**src/rtl/alu_seq_if.sv**
```systemverilog
// Operand/result handshake bundle for alu_seq.
interface alu_seq_if #(
    parameter int WIDTH = 8
);
    logic             in_valid;
    logic             in_ready;
    logic [2:0]       oper;
    logic [WIDTH-1:0] a;
    logic [WIDTH-1:0] b;
    logic             c_in;
    logic             out_valid;
    logic             out_ready;
    logic [WIDTH-1:0] sum;
    logic             c_out;
    logic             zero;

    modport master (
        output in_valid, oper, a, b, c_in, out_ready,
        input  in_ready, out_valid, sum, c_out, zero
    );

    modport slave (
        input  in_valid, oper, a, b, c_in, out_ready,
        output in_ready, out_valid, sum, c_out, zero
    );
endinterface

```
**src/rtl/alu_seq.sv**
```systemverilog
// Sequential ALU with valid/ready handshake and registered result.
// Define ALU_SEQ_MUL_EN to enable the iterative shift-add multiplier on oper 110.
module alu_seq #(
    parameter int WIDTH = 8
) (
    input  logic     clk,
    input  logic     rst_n,
    alu_seq_if.slave bus
);

`ifdef ALU_SEQ_MUL_EN
    typedef enum logic [1:0] {S_IDLE = 2'b00, S_BUSY = 2'b01, S_DONE = 2'b10} state_t;
    localparam int CNT_W = $clog2(WIDTH + 1);
`else
    typedef enum logic [1:0] {S_IDLE = 2'b00, S_DONE = 2'b10} state_t;
`endif

    state_t           state_q, state_d;
    logic [WIDTH-1:0] sum_q, sum_d;
    logic             c_out_q, c_out_d;
    logic             zero_q, zero_d;
    logic             out_valid_q, out_valid_d;
    logic             in_ready_q, in_ready_d;
    logic [WIDTH:0]   op_res_s;

`ifdef ALU_SEQ_MUL_EN
    logic [CNT_W-1:0]   cnt_q, cnt_d;
    logic [2*WIDTH-1:0] acc_q, acc_d;
    logic [2*WIDTH-1:0] mcand_q, mcand_d;
    logic [WIDTH-1:0]   mplier_q, mplier_d;
`endif

    // Single-cycle operations; returns {carry_flag, result}. 110 is the unsupported-op code.
    function automatic logic [WIDTH:0] alu_op(input logic [2:0] op, input logic [WIDTH-1:0] x,
                                              input logic [WIDTH-1:0] y, input logic ci);
        logic [WIDTH:0] r;
        case (op)
            3'b000:  r = {1'b0, x} + {1'b0, y} + {{WIDTH{1'b0}}, ci};
            3'b001:  r = {1'b0, x} - {1'b0, y} - {{WIDTH{1'b0}}, ci};
            3'b010:  r = {1'b0, x & y};
            3'b011:  r = {1'b0, x | y};
            3'b100:  r = {1'b0, x ^ y};
            3'b101:  r = {x[WIDTH-1], x[WIDTH-2:0], ci};
            3'b111:  r = {x[0], ci, x[WIDTH-1:1]};
            default: r = {1'b1, {WIDTH{1'b0}}};
        endcase
        return r;
    endfunction

    assign op_res_s = alu_op(bus.oper, bus.a, bus.b, bus.c_in);

    // Next-state and next-result computation for the control FSM.
    always_comb begin
        state_d  = state_q;
        sum_d    = sum_q;
        c_out_d  = c_out_q;
        zero_d   = zero_q;
`ifdef ALU_SEQ_MUL_EN
        cnt_d    = cnt_q;
        acc_d    = acc_q;
        mcand_d  = mcand_q;
        mplier_d = mplier_q;
`endif
        case (state_q)
            S_IDLE: begin
                if (bus.in_valid) begin
`ifdef ALU_SEQ_MUL_EN
                    if (bus.oper == 3'b110) begin
                        state_d  = S_BUSY;
                        cnt_d    = {CNT_W{1'b0}};
                        acc_d    = {(2*WIDTH){1'b0}};
                        mcand_d  = {{WIDTH{1'b0}}, bus.a};
                        mplier_d = bus.b;
                    end else begin
                        state_d = S_DONE;
                        sum_d   = op_res_s[WIDTH-1:0];
                        c_out_d = op_res_s[WIDTH];
                        zero_d  = (op_res_s[WIDTH-1:0] == {WIDTH{1'b0}});
                    end
`else
                    state_d = S_DONE;
                    sum_d   = op_res_s[WIDTH-1:0];
                    c_out_d = op_res_s[WIDTH];
                    zero_d  = (op_res_s[WIDTH-1:0] == {WIDTH{1'b0}});
`endif
                end else begin
                    state_d = S_IDLE;
                end
            end
`ifdef ALU_SEQ_MUL_EN
            // WIDTH partial-product steps, then one extra edge publishes the product.
            S_BUSY: begin
                if (cnt_q == CNT_W'(WIDTH)) begin
                    state_d = S_DONE;
                    sum_d   = acc_q[WIDTH-1:0];
                    c_out_d = |acc_q[2*WIDTH-1:WIDTH];
                    zero_d  = (acc_q[WIDTH-1:0] == {WIDTH{1'b0}});
                end else begin
                    if (mplier_q[0]) begin
                        acc_d = acc_q + mcand_q;
                    end else begin
                        acc_d = acc_q;
                    end
                    mcand_d  = {mcand_q[2*WIDTH-2:0], 1'b0};
                    mplier_d = {1'b0, mplier_q[WIDTH-1:1]};
                    cnt_d    = cnt_q + CNT_W'(1);
                end
            end
`endif
            S_DONE: begin
                if (bus.out_ready) begin
                    state_d = S_IDLE;
                end else begin
                    state_d = S_DONE;
                end
            end
            default: state_d = S_IDLE;
        endcase
        in_ready_d  = (state_d == S_IDLE);
        out_valid_d = (state_d == S_DONE);
    end

    // State and registered outputs.
    always_ff @(posedge clk or negedge rst_n) begin
        if (!rst_n) begin
            state_q     <= S_IDLE;
            sum_q       <= {WIDTH{1'b0}};
            c_out_q     <= 1'b0;
            zero_q      <= 1'b0;
            out_valid_q <= 1'b0;
            in_ready_q  <= 1'b1;
`ifdef ALU_SEQ_MUL_EN
            cnt_q       <= {CNT_W{1'b0}};
            acc_q       <= {(2*WIDTH){1'b0}};
            mcand_q     <= {(2*WIDTH){1'b0}};
            mplier_q    <= {WIDTH{1'b0}};
`endif
        end else begin
            state_q     <= state_d;
            sum_q       <= sum_d;
            c_out_q     <= c_out_d;
            zero_q      <= zero_d;
            out_valid_q <= out_valid_d;
            in_ready_q  <= in_ready_d;
`ifdef ALU_SEQ_MUL_EN
            cnt_q       <= cnt_d;
            acc_q       <= acc_d;
            mcand_q     <= mcand_d;
            mplier_q    <= mplier_d;
`endif
        end
    end

    assign bus.sum       = sum_q;
    assign bus.c_out     = c_out_q;
    assign bus.zero      = zero_q;
    assign bus.out_valid = out_valid_q;
    assign bus.in_ready  = in_ready_q;

endmodule

```
**src/flat_wrapper.sv**
```systemverilog
// flat-port wrapper written by rule: the top's interface ports become plain ports
module alu_seq_flat 
#(
    parameter int WIDTH = 8
)
  (clk, rst_n, bus_in_valid, bus_oper, bus_a, bus_b, bus_c_in, bus_out_ready, bus_in_ready, bus_out_valid, bus_sum, bus_c_out, bus_zero);
  alu_seq_if #(.WIDTH(WIDTH)) bus_i ();
  input  logic clk;
  input  logic rst_n;
  input wire logic [$bits(bus_i.in_valid)-1:0] bus_in_valid;
  input wire logic [$bits(bus_i.oper)-1:0] bus_oper;
  input wire logic [$bits(bus_i.a)-1:0] bus_a;
  input wire logic [$bits(bus_i.b)-1:0] bus_b;
  input wire logic [$bits(bus_i.c_in)-1:0] bus_c_in;
  input wire logic [$bits(bus_i.out_ready)-1:0] bus_out_ready;
  output wire logic [$bits(bus_i.in_ready)-1:0] bus_in_ready;
  output wire logic [$bits(bus_i.out_valid)-1:0] bus_out_valid;
  output wire logic [$bits(bus_i.sum)-1:0] bus_sum;
  output wire logic [$bits(bus_i.c_out)-1:0] bus_c_out;
  output wire logic [$bits(bus_i.zero)-1:0] bus_zero;
  assign bus_i.in_valid = bus_in_valid;
  assign bus_i.oper = bus_oper;
  assign bus_i.a = bus_a;
  assign bus_i.b = bus_b;
  assign bus_i.c_in = bus_c_in;
  assign bus_i.out_ready = bus_out_ready;
  assign bus_in_ready = bus_i.in_ready;
  assign bus_out_valid = bus_i.out_valid;
  assign bus_sum = bus_i.sum;
  assign bus_c_out = bus_i.c_out;
  assign bus_zero = bus_i.zero;
  alu_seq #(.WIDTH(WIDTH)) u_core (.clk(clk), .rst_n(rst_n), .bus(bus_i));
endmodule
```
**config.mk**
```make
export PLATFORM = sky130hd
export DESIGN_NAME = alu_seq_flat
export DESIGN_NICKNAME = d
export VERILOG_FILES = /design/src/rtl/alu_seq_if.sv /design/src/rtl/alu_seq.sv /design/src/flat_wrapper.sv
export SDC_FILE = /design/constraint.sdc
export NUM_CORES = 1
export LEC_CHECK = 0
export ABC_AREA = 1
export BUFFER_PORTS_ARGS = -buffer_cell sky130_fd_sc_hd__buf_2
export CORE_ASPECT_RATIO = 1.1
export CORE_MARGIN = 2
export CORE_UTILIZATION = 52
export CTS_CLUSTER_SIZE = 25
export DETAILED_ROUTE_END_ITERATION = 7
export MAX_ROUTING_LAYER = met4
export PLACE_DENSITY = 0.77
export SETUP_SLACK_MARGIN = 0.3
export SYNTH_ARGS = -nofsm -noshare
export SYNTH_HDL_FRONTEND = slang
export SYNTH_SLANG_ARGS = --single-unit
```
**constraint.sdc**
```tcl
create_clock -name clk -period 1.1 [get_ports clk]
set_input_delay 0.22 -clock clk [delete_from_list [all_inputs] [get_ports clk]]
set_output_delay 0.22 -clock clk [all_outputs]
set_load 0.1 [all_outputs]
```
==> results.md, run 1 <==
- IO buf count: 35
- Initial antenna violation count: 0
- Stop stage: global routing
- Placer congestion estimate: 0.974
- Largest family of logic cells by synthesized area: simple AND/OR/NAND/NOR gates
- CTS Buf Count: 3
- Post-DP HPWL: 5490 um
- Synth Cell Area: 0.00201 mm2
- Starting Density: a little over half
- Die width: 63.3 um
- Type of pin the worst path ends at: register data pin
- Ys async rst share: 100%
- Mux contribution to synthesized area: 0%
- Cells after DPL: 472
- Register bit total from synthesis: 12
- Row cnt: 23
- Count of flip-flops with a built-in enable after synthesis: 0
- GRT worst endpoint: u_core.bus.zero$_DFFE_PN0P_/D
- Synth Area in XOR/XNOR: 0.436%
- Largest net degree at the start of global routing: 13
- Adder-cell area share of the yosys netlist: 22.7%
- Post-synthesis cell type count: 31
- Yosys top cell area share: around a fifth
- Err: [ERROR DPL-0033] detailed placement checks failed during check placement.
- Compound-Gate Fraction of Synth Area: 9.28%
- Die Y: between 60 and 70 um
- H-tree Lvls: 1
- Clock sink total: 12
- Root buf cell: clkbuf_8
- Simple-gate area share of the yosys netlist: 39.4%
- Syn Inst Count: 327
- Main synth FF type: dfrtp_1
- Area contributors post-synth: ha_1 (19%), nand2_1 (17%), dfrtp_1 (14%), inv_1 (10%), nand3_1 (7.7%)
- Area leader, netlist: ha_1
- Post-synth top cells: nand2_1 (92), inv_1 (55), nor2_1 (34)
- Synth Warn #: 0
- Mean post-synth cell area: slightly above 6 um2
- Clock Path Buffers: 2
- Status: did not finish
- I/O pins: 36
- Syn Nets: 385
- Sequential element share of the synthesized area: 15.0%
- Most common cell in the netlist: nand2_1
-- per-stage QoR --
step                      TNS, ns  instance area, um2  hold WS [ns]  setup WS, ns
after floorplan             -4.96                2200       -0.0756        -0.654
after global placement      -8.02                3070         0.101        -0.960
after detailed placement    -8.63                3070         0.104         -1.03
after CTS                   -6.04                3390         0.169        -0.692
-- logic make-up after synthesis --
kind of cell,Yosys count
and+or+nand+nor,182
adders and majority gates,34
AOI/OAI and AO/OA,32
xor gates and xnor gates,1
buffers and inverters,66
DFF,12
-- repair_timing --
action                                 CTS
gates resized for setup                 55
hold buffers                             1
endpoints found under the hold margin   11
setup endpoints to repair               24
setup buffers                            7
cloned                                   1
pin swaps                               19
==> run 2, diff against run 1 <==
Settings changed: CORE_ASPECT_RATIO 1.1 to not set, CORE_UTILIZATION 52 to 40, CTS_CLUSTER_SIZE 25 to not set, MAX_ROUTING_LAYER met4 to not set, PLACE_DENSITY 0.77 to not set, PLACE_DENSITY_LB_ADDON set to 0.15, SETUP_SLACK_MARGIN 0.3 to not set.
Clock period 1.1 ns to 1.4 ns, I/O delays scaled along.
==> run 2 against run 1 <==
Against the previous run: the flow now finishes, with violations (setup timing); synthesized cell count unchanged; synthesized area unchanged.
==> results.md, run 2 <==
- Status: finished, violations left
- Failing checks: setup timing
- Reg power frac: 17.4%
- CORE AREA: 0.00479 mm2
- Post-synthesis cell type count: 31
- Final instance area: 0.00324 mm2
- Total Neg Setup Slack: -2.89 ns
- Critical path peak fanout: 3
- Met1 WL: 3070 um
- Syn Nets: 385
- Vias in the first global route: about 2300
- Dpl ws: -0.760 ns
- CP required: 1.58 ns
- Relative slew slack: roughly two thirds
- Max FFs per register: 8
- Filler Cells Inserted: ~420
- Wire length on met3: 232 um
- P_sw: 0.00141 W
- Wire length on met2: 3270 um
- Sw frac: 52.8%
- Clock power share: between 10% and 20%
- Count of flip-flops with a built-in enable after synthesis: 0
- Drt pass-1 iters: 4
- Comb power frac: 70.5%
- Ant diodes: 0
- Post-synth top cells: nand2_1 (92), inv_1 (55), nor2_1 (34)
- Most frequent cells in the layout: nand2_1 (78), buf_4 (68), inv_1 (43)
- Max Cap Viol: 0
- Post-layout minimum cycle time: 1.82 ns
- Routed wire per std cell: 13.3 um
- Unrepaired setup endpoints after global routing: yes
- Reg2Reg Depth: 6
- Initial antenna violation count: 0
- Fin crit share: 130%
- CTS tree: built
- Root buf cell: clkbuf_8
- Sequential element share of the synthesized area: 15.0%
- Clock Path Buffers: 2
- Setup CP Type: primary input to register
- Hold Path Cell Cnt: 2
- Area leader, netlist: ha_1
- Die width: 74.9 um
- Syn Inst Count: 327
- Area of the multi-input gates: about 0.0018 mm2
- Post-DP HPWL: 5410 um
- Vias: 2485
- Antenna Nets Post-Route: 0
- Commonest non-fill, non-tap cell in the layout: nand2_1
- I/O pins: 36
- Row cnt: 25
- Die area: 0.00560 mm2
- Starting Density: 42.0%
- Endpoint class of the critical path: register
- Fmax: 548 MHz
- Finished Core Util: 67.6%
- Final hold violation count: 0
- Mean post-synth cell area: 6.14 um2
- GRT Util Overall: around 25%
- Ys async rst share: 100%
- Worst-Skew Late Latency: between 0.2 and 0.25 ns
- Grt ovf: 0
- Worst EP arrival: 2.00 ns
- NumNets Final: 491
- Final Skew: 0.00743 ns
- Final setup fails: 10
- Top Metal Used: met4
- Most common cell in the netlist: nand2_1
- Iter 0 DRT Violations: about 140
- Main synth FF type: dfrtp_1
- R2R Setup Slk: 0.15 ns
- Final max-slew violation count: 0
- Worst hold start: bus_out_ready
- Worst Hold Class: primary input to register
- Critical path launch point type: primary input
- IO buf count: 35
- Final Worst Setup Slack: -0.424 ns
- Area contributors post-synth: ha_1 (19%), nand2_1 (17%), dfrtp_1 (14%), inv_1 (10%), nand3_1 (7.7%)
- Pint: 0.00126 W
- Power Dens Cells: 827 mW/mm2
- Largest net degree at the start of global routing: 13
- Synth Warn #: 0
- Yosys top cell area share: 18.7%
- Area Overhead vs Synth: 61.2%
- H-tree Lvls: 1
- DR DRC count: 0
- Die Y: 74.9 um
- Crit Reg-Reg Startpoint: u_core.bus.out_valid$_DFF_PN0_
- Clock-pin slew on the worst setup and hold paths: ~0.050 ns
- CTS Buf Count: 3
- Sequential cell area: 303 um2
- Actual slew at the worst max-slew pin: 0.485 ns
- Vias per cell: 4.98
- Placer congestion estimate: between 0.9 and 1
- Synth Cell Area: 0.00201 mm2
- Clock sink total: 12
- Placed cell area: 0.00290 mm2
- Global-route wire length before repair: 10700 um
- Register bit total from synthesis: 12
- Share of cells above drive strength 1: around 45%
- Hold Crit Endpoint: u_core.bus.out_valid$_DFF_PN0_
- Leakage: around 1.7 nW
- Detailed-route wire length: 6620 um
- Worst VDD drop: 0.620 mV
- Worst flop-to-flop path endpoint: u_core.bus.sum[1]$_DFFE_PN0P_
==> run 2: cell counts after synthesis <==
No cell type changed its count.
==> run 2: through the flow <==
step / total power, W / hold slack [ns] / cells
2_1_floorplan: 0.00165 / -0.0156 / 327
3_3_place_gp: 0.00214 / 0.163 / 491
3_5_place_dp: 0.00216 / 0.168 / 491
4_1_cts: 0.00258 / 0.298 / 499
5_1_grt: 0.00284 / 0.319 / 499
6_report: 0.00268 / 0.286 / 499
==> run 2: power groups by stage <==
stage               Sequential [W]  Clock, W  Combinational [W]
floorplan                  0.00103         0           0.000616
global placement          0.000468         0            0.00167
detailed placement        0.000473         0            0.00168
CTS                       0.000467  0.000331            0.00178
global route              0.000478  0.000337            0.00203
finish                    0.000466  0.000323            0.00189
==> run 2: metal layers <==
layer	vias up	GRT usage, %
li1	1267	-
met1	1145	33.6
met2	69	44.8
met3	4	0.402
met4	0	4.17
met5	-	0
==> run 2: critical path: stages <==
cell and delay [ns]:
buf_8 0.11, fa_2 0.42, fa_2 0.38, nand2_1 0.08, nand2_1 0.06, nand2_1 0.07
nand2_1 0.05, nor2_1 0.08, nand2_1 0.08, nor2_2 0.10, nand3_1 0.08, nor2_1 0.08
nand3_1 0.07, nand2_1 0.06
==> run 2: cell families after synthesis <==
family,after synthesis,synth area share [%]
adder cells (fa/ha/maj),34,22.7
flip-flops,12,15.0
AO/OA/AOI/OAI,32,9.28
XOR/XNOR,1,0.436
AND/OR/NAND/NOR,182,39.4
buffers and inverters,66,13.2
==> run 2: layout make-up <==
cell class / instances / share of cell area [%]
sequential: 12 / 9.35
clock buffer: 4 / 1.39
multi-input combinational: 249 / 55.4
timing repair buffer: 107 / 24.1
tap: 67 / 2.59
inverter: 60 / 7.15
==> run 2: worst max path at each step <==
stage	startpoint	endpoint	slack [ns]	depth (start not counted)
after detailed placement	bus_c_in	u_core.bus.zero$_DFFE_PN0P_	-0.76	15
after global placement	bus_c_in	u_core.bus.zero$_DFFE_PN0P_	-0.77	14
after global routing	bus_a[0]	u_core.bus.zero$_DFFE_PN0P_	-0.57	14
after CTS	bus_c_in	u_core.bus.zero$_DFFE_PN0P_	-0.40	15
final	bus_a[0]	u_core.bus.zero$_DFFE_PN0P_	-0.42	14
after floorplan	bus_a[0]	u_core.bus.zero$_DFFE_PN0P_	-0.41	11
==> run 2: what timing repair did <==
| action | 4_1_cts | 5_1_grt |
|---|---|---|
| setup buffers | 3 | 1 |
| resized for setup | 45 | 30 |
| setup endpoints to repair | 10 | 10 |
| gates cloned | 0 | 0 |
| pin swaps | 29 | 25 |
| hold endpoints to repair | 11 | 0 |
| hold buffers | 1 | 0 |
Note: power is estimated with default switching activity, not from simulation.
